File: src/rtl/tdm_demux.sv
// Receive side of the N-to-1 TDM serial link: locks to the frame-sync strobe,
// gathers one bit per slot and presents each complete frame in parallel.
module tdm_demux #(
    parameter int N  = 4,
    parameter int CW = $clog2(N)
) (
    input  logic         CLK,
    input  logic         N_RESET,
    input  logic         en,
    input  logic         din,
    input  logic         fsync,
    output logic [N-1:0] y,
    output logic         frame_valid,
    output logic         locked,
    output logic         sync_err
);

    typedef enum logic [0:0] {
        HUNT   = 1'b0,
        LOCKED = 1'b1
    } state_e;

    state_e         state_q, state_d;
    logic [CW-1:0]  cnt_q, cnt_d;
    logic [N-1:0]   asm_q, asm_d;
    logic [N-1:0]   y_q, y_d;
    logic           fv_q, fv_d;
    logic           err_q, err_d;

    logic           last_slot_s;

    assign last_slot_s = (cnt_q == CW'(N - 1));

    // State, slot counter and assembly register
    always_ff @(posedge CLK or negedge N_RESET) begin
        if (!N_RESET) begin
            state_q <= HUNT;
            cnt_q   <= '0;
            asm_q   <= '0;
        end else begin
            state_q <= state_d;
            cnt_q   <= cnt_d;
            asm_q   <= asm_d;
        end
    end

    // Next-state: any fsync (re)starts a frame with din as bit 0
    always_comb begin
        state_d = state_q;
        cnt_d   = cnt_q;
        asm_d   = asm_q;
        if (en) begin
            case (state_q)
                HUNT: begin
                    if (fsync) begin
                        asm_d   = {{(N-1){1'b0}}, din};
                        cnt_d   = CW'(1);
                        state_d = LOCKED;
                    end else begin
                        state_d = HUNT;
                    end
                end
                LOCKED: begin
                    if (fsync) begin
                        asm_d = {{(N-1){1'b0}}, din};
                        cnt_d = CW'(1);
                    end else if (cnt_q == CW'(0)) begin
                        state_d = HUNT;
                        cnt_d   = CW'(0);
                    end else if (last_slot_s) begin
                        cnt_d = CW'(0);
                    end else begin
                        asm_d[cnt_q] = din;
                        cnt_d        = cnt_q + CW'(1);
                    end
                end
                default: begin
                    state_d = HUNT;
                    cnt_d   = CW'(0);
                end
            endcase
        end else begin
            state_d = state_q;
        end
    end

    // Output decode: completion only on an error-free last slot
    always_comb begin
        y_d   = y_q;
        fv_d  = 1'b0;
        err_d = 1'b0;
        if (en && (state_q == LOCKED)) begin
            if (fsync) begin
                err_d = (cnt_q != CW'(0));
            end else if (cnt_q == CW'(0)) begin
                err_d = 1'b1;
            end else if (last_slot_s) begin
                y_d  = {din, asm_q[N-2:0]};
                fv_d = 1'b1;
            end else begin
                fv_d = 1'b0;
            end
        end else begin
            fv_d = 1'b0;
        end
    end

    // Registered outputs
    always_ff @(posedge CLK or negedge N_RESET) begin
        if (!N_RESET) begin
            y_q   <= '0;
            fv_q  <= 1'b0;
            err_q <= 1'b0;
        end else begin
            y_q   <= y_d;
            fv_q  <= fv_d;
            err_q <= err_d;
        end
    end

    assign y           = y_q;
    assign frame_valid = fv_q;
    assign sync_err    = err_q;
    assign locked      = (state_q == LOCKED);

endmodule

File: config.mk
export PLATFORM = sky130hd
export DESIGN_NAME = tdm_demux
export DESIGN_NICKNAME = d
export VERILOG_FILES = /design/src/rtl/tdm_demux.sv
export SDC_FILE = /design/constraint.sdc
export NUM_CORES = 1
export LEC_CHECK = 0
export ABC_CLOCK_PERIOD_IN_PS = 2100
export CORE_AREA = 2 2 39 41
export CTS_CLUSTER_DIAMETER = 40
export DETAILED_ROUTE_END_ITERATION = 8
export DIE_AREA = 0 0 41 43
export GPL_ROUTABILITY_DRIVEN = 0
export PLACE_DENSITY_LB_ADDON = 0.2
export SYNTH_ARGS = -nofsm -noshare
export SYNTH_HDL_FRONTEND = slang
export SYNTH_SLANG_ARGS = --single-unit
File: constraint.sdc
create_clock -name CLK -period 2.1 [get_ports CLK]
set_input_delay 0.42 -clock CLK [delete_from_list [all_inputs] [get_ports CLK]]
set_output_delay 0.42 -clock CLK [all_outputs]
set_load 0.01 [all_outputs]
==> run summary, run 1 <==
DRC errors left -> 0
DRT Wirelength -> 1040 um
Post-DRT Antenna Nets -> 0
setup TNS -> 0 ns
crit-path cells -> clkdlybuf4s50_1
cts hold-fix bufs -> 0
# port buffers -> 11
adder-cell share of the synthesized area -> 11.9%
DP Wirelength -> 801 um
largest fanout on the critical path -> 9
Cells after Synth -> 56
crit path buf inv count -> 1
sequential area share after synthesis -> 47.5%
clk_skew -> 0.00174 ns
fmax -> 563 MHz
Die ar. -> 1760 um2
Design Power -> 913 uW
vias in the first global route -> 404
Slew HR -> 65.0%
Core Rows -> 14
initial antenna violation count -> 0
RR Startpoint -> cnt_q[1]$_DFFE_PN0P_
first-pass iteration count of the detailed router -> 4
max incr delay on CP -> 0.59 ns
Ports -> 12
P&R area growth vs syn -> 26.3%
Final min period -> 1.78 ns
CTS tree -> done
status -> completed
post-synth net total -> 67
crit path kind -> register to primary output
Data arrival, critical path -> 1.36 ns
Initial DRC Count -> 5
post-CTS sizing -> 0
first-pass GRT wire length -> 1700 um
largest family of logic cells by synthesized area -> simple AND/OR/NAND/NOR gates
Post-synth ARST share -> 100%
area of the core -> 1380 um2
Yosys reg bits -> 12
simple logic cell fraction of the synthesized area -> 20.0%
post-CTS setup buffer count -> 0
Yosys cell types -> 20
syn avg cell area -> 11.3 um2
DIE HEIGHT -> 43 um
Final Hold Vio Count -> 0
Critical Path Sink Type -> primary output
post-synthesis mux area share -> 5.35%
fraction of layout cells with a size suffix above 1 -> 19.7%
max_cap viols -> 0
number of synthesized flops with an enable pin -> 0
via/cell ratio -> 5.13
ys flop type -> dfrtp_1
largest net degree at the start of global routing -> 13
Die Width -> 41 um
Diodes inserted -> 0
pwr/cell area -> 1140 nW/um2
CTS H-tree depth -> 1
Top delay family on crit path -> buffers and inverters
RR Endpoint -> y[3]$_DFFE_PN0P_
clk sinks -> 12
Synth Area in Compound Gates -> 10.5%
Max Slew Vio Count -> 0
RSZ-0062 raised after global routing -> false
HP Class -> primary input to async pin
via count -> 446
Reg clk slew, reported paths -> 0.08 ns
Num CTS Buffers -> 3
overall routing resource usage -> 14.8%
CP required -> 1.68 ns
initial core utilization -> 45.7%
GR Overflow Total -> 0
static leakage -> 0.373 nW
synth top area cells -> dfrtp_1 (48%), ha_1 (12%), o311ai_2 (5.1%), nand2_1 (4.2%), inv_1 (3.6%)
R2R setup slack -> 0.52 ns
critical path launch point type -> register
fin nets -> 83
slowest stage cell on the critical path -> clkdlybuf4s50_1
fin crit share -> 84.6%
area leader, netlist -> dfrtp_1
yosys warns -> 0
WL/cell -> 12.0 um
Clock Latency Late Sink -> 0.27 ns
Worst-Margin Slew -> 0.524 ns
Max clock buf depth -> 2
Syn Std Cell Area -> 632 um2
Setup violations, final -> 0
share of the synthesized area in the top cell type -> 47.5%
worst reg2reg path depth -> 6
xor/xnor share of the synthesized area -> 0%
Clock Root Buffer -> clkbuf_4
maximum VDD drop -> 0.578 mV
final cells by class:
cell class	count	area, um2
Clock buffer	4	36.3
Fill cell	129	586
Inverter	6	22.5
Multi-Input combinational cell	37	302
Sequential cell	12	300
Tap cell	16	20.0
Timing Repair Buffer	12	118
cell usage after synthesis, types with 2 or more instances:
cell / number
dfrtp_1: 12
nand2_1: 7
ha_1: 6
inv_1: 6
o21ai_0: 4
nand3_1: 3
and2_4: 2
mux2_2: 2
nand2b_1: 2
o311ai_2: 2
cells in the final DEF, fill, tap and decap left out:
master / n
o2bb2ai_1: 1
buf_4: 1
clkdlybuf4s50_1: 11
clkbuf_8: 1
clkbuf_4: 3
o311ai_2: 2
nand2b_1: 2
mux2_1: 1
nor3b_1: 1
o21ai_0: 4
nand4_2: 1
inv_1: 6
nor2b_1: 1
nor3_1: 1
nand2_1: 7
and3_2: 1
mux2_2: 2
and2_4: 2
ha_1: 6
a21oi_1: 1
and4bb_4: 1
nand3_1: 3
dfrtp_1: 12
registers in the layout, indices dropped and copies added, names as in the netlist:
signal       cells
cnt_q            2
y                4
locked           1
asm_q            3
sync_err         1
frame_valid      1
through the flow:
stage	cell area [um2]	setup WS [ns]	hold WS, ns	instances	utilization, %
final	798	0.323	0.486	87	57.7
after global routing	798	0.265	0.527	87	57.7
after CTS	798	0.312	0.494	87	57.7
after detailed placement	762	0.257	0.476	83	55.1
after global placement	762	0.303	0.472	83	55.1
after floorplan	632	0.658	0.124	56	-
report_power, final:
group          switching [mW]  internal [mW]  leakage [nW]
combinational           0.160          0.201         0.201
clock                  0.0797          0.105        0.0210
sequential             0.0566          0.311         0.151
total                   0.296          0.617         0.373
worst max-delay path by stage:
stage	from	endpoint	cells past startpoint
floorplan	cnt_q[1]$_DFFE_PN0P_	y[3]$_DFFE_PN0P_	6
global placement	en	y[0]$_DFFE_PN0P_	3
detailed placement	en	y[0]$_DFFE_PN0P_	3
CTS	locked$_DFFE_PN0P_	locked	1
global route	locked$_DFFE_PN0P_	locked	1
finish	locked$_DFFE_PN0P_	locked	1
per-layer routing:
| layer | vias up | part of all wire, % | routed length (um) | global-route usage [%] |
|---|---|---|---|---|
| met4 | 0 | 0.86 | 9 | 12.0 |
| met3 | 2 | 3.8 | 40 | 3.14 |
| met1 | 215 | 45 | 471 | 17.7 |
| met5 | - | 0 | 0 | 0 |
| li1 | 220 | - | - | - |
| met2 | 9 | 50 | 520 | 21.6 |
cell families (layout without fill, tap and decap cells):
| logic type | count (synthesis) | in the layout |
|---|---|---|
| AO/OA/AOI/OAI | 8 | 8 |
| adder cells (fa/ha/maj) | 6 | 6 |
| buffers and inverters | 7 | 22 |
| flip-flops | 12 | 12 |
| multiplexers | 3 | 3 |
| AND/OR/NAND/NOR | 20 | 20 |
(Power assumes the default switching activity.)
==> run 2: changes to the inputs <==
ABC_CLOCK_PERIOD_IN_PS = 1550   (was 2100)
CORE_AREA = default   (was 2 2 39 41)
CORE_MARGIN = 2   (was default)
CORE_UTILIZATION = 43   (was default)
DIE_AREA = default   (was 0 0 41 43)
clock period = 1.55 ns   (was 2.1 ns; I/O delays follow)
==> run 2 against run 1 <==
Against the previous run:
- die area grew 1.7%
- global-route usage grew 2.4 points
- clock skew shrank 0.00099 ns
- sequential share of layout area shrank 2.9 points
- combinational power grew 59%
- clock-buffer cell count is the same
- via count grew 4.5%
- highest routed layer unchanged
==> run summary, run 2 (synthesis results as in run 1) <==
Critical Path Sink Type -> primary output
status -> completed
maximum VDD drop -> 1.16 mV
highest routed layer -> met4
most common cell after layout, fill and taps aside -> dfrtp_1
largest fanout on the critical path -> 2
P&R area growth vs syn -> 36.8%
worst reg2reg path depth -> 6
pwr/cell area -> 1530 nW/um2
initial core utilization -> 47.4%
Worst path depth -> 1
max_cap viols -> 0
pre-CTS WS -> -0.109 ns
critical path launch point type -> register
Data arrival, critical path -> 1.19 ns
Core Rows -> 13
CTS tree -> done
area of the core -> 1330 um2
Setup WS post-layout -> 0.0471 ns
most frequent cells in the layout -> dfrtp_1 (12), clkdlybuf4s50_1 (11), buf_4 (10)
clk sinks -> 12
# port buffers -> 11
via count -> 466
DP Wirelength -> 986 um
DRT Wirelength -> 1270 um
Diodes inserted -> 0
Initial DRC Count -> 1
Final min period -> 1.50 ns
first-pass GRT wire length -> 2250 um
WL/cell -> 13.3 um
Final Hold Vio Count -> 0
slowest stage cell on the critical path -> clkdlybuf4s50_1
wire length on met1 -> 582 um
HP Class -> primary input to async pin
Setup violations, final -> 0
Top delay family on crit path -> buffers and inverters
static leakage -> 0.408 nW
max incr delay on CP -> 0.55 ns
Slew HR -> 87.0%
fmax -> 665 MHz
crit path buf inv count -> 1
DR WL met3 -> 28 um
largest net degree at the start of global routing -> 13
RSZ-0062 raised after global routing -> false
Num CTS Buffers -> 3
Die ar. -> 1790 um2
CTS H-tree depth -> 1
Design Power -> 1.32 mW
fin nets -> 92
clk_skew -> 0.000752 ns
Worst-Margin Slew -> 0.195 ns
Max clock buf depth -> 2
DIE HEIGHT -> 42.3 um
Clock Latency Late Sink -> 0.28 ns
fin crit share -> 97.0%
initial antenna violation count -> 0
Reg clk slew, reported paths -> 0.08 ns
Ports -> 12
DRC errors left -> 0
routed wl met2 -> 624 um
Max Slew Vio Count -> 0
R2R setup slack -> 0.10 ns
max reg flops -> 4
CP required -> 1.24 ns
first-pass iteration count of the detailed router -> 2
vias in the first global route -> 508
crit path kind -> register to primary output
Final Util -> 64.8%
via/cell ratio -> 4.91
cts hold-fix bufs -> 0
post-CTS sizing -> 0
overall routing resource usage -> 17.2%
WHS -> 0.348 ns
Post-DRT Antenna Nets -> 0
Clock Root Buffer -> clkbuf_4
GR Overflow Total -> 0
crit-path cells -> clkdlybuf4s50_1
Die Width -> 42.3 um
fraction of layout cells with a size suffix above 1 -> 28.7%
==> run 2: cell count changes in the layout (fill, tap and decap cells not counted), sizes merged <==
cell	delta
buf	+9
==> run 2: metrics by stage <==
| step | instance area (um2) | cells | setup TNS [ns] |
|---|---|---|---|
| after detailed placement | 828 | 91 | -0.189 |
| after floorplan | 632 | 56 | 0 |
| after global placement | 828 | 91 | -0.104 |
| after global routing | 865 | 95 | 0 |
| final | 865 | 95 | 0 |
| after CTS | 865 | 95 | 0 |
==> run 2: cell type report <==
class / count / area, um2
clock buffers: 4 / 36.3
fillers: 117 / 469
inverters: 6 / 22.5
multi-input cells: 37 / 302
flip-flops and latches: 12 / 300
well taps: 15 / 18.8
repair buffers: 21 / 185
==> run 2: per-layer routing <==
layer | global-route usage, % | up-vias
li1 | - | 238
met1 | 20.9 | 215
met2 | 28.0 | 11
met3 | 2.59 | 2
met4 | 11.3 | 0
met5 | 0 | -
==> run 2: path summary, 6_finish.rpt <==
kind / start / endpoint
setup / recovery: y[2]$_DFFE_PN0P_ / y[2]
hold / removal: N_RESET / y[2]$_DFFE_PN0P_
setup reg to reg: cnt_q[0]$_DFFE_PN0P_ / y[3]$_DFFE_PN0P_
hold reg to reg: y[1]$_DFFE_PN0P_ / y[1]$_DFFE_PN0P_
max in group asynchronous: N_RESET / cnt_q[0]$_DFFE_PN0P_
min in group CLK: y[1]$_DFFE_PN0P_ / y[1]$_DFFE_PN0P_
==> run 2: what timing repair did <==
item | CTS | global route
buffers inserted | 0 | 0
hold endpoints to repair | 0 | 0
setup endpoints to repair | 0 | 2
==> run 2: report_power, final <==
group	internal (mW)	total, mW	switching [mW]
clock network	0.143	0.260	0.117
registers	0.422	0.487	0.0654
logic	0.320	0.574	0.254
total	0.885	1.32	0.436
==> run 3: changes to the inputs <==
ABC_CLOCK_PERIOD_IN_PS = default   (was 1550)
==> results of run 3 <==
Same layout as run 2: the final DEF is identical, and so are final timing and power.
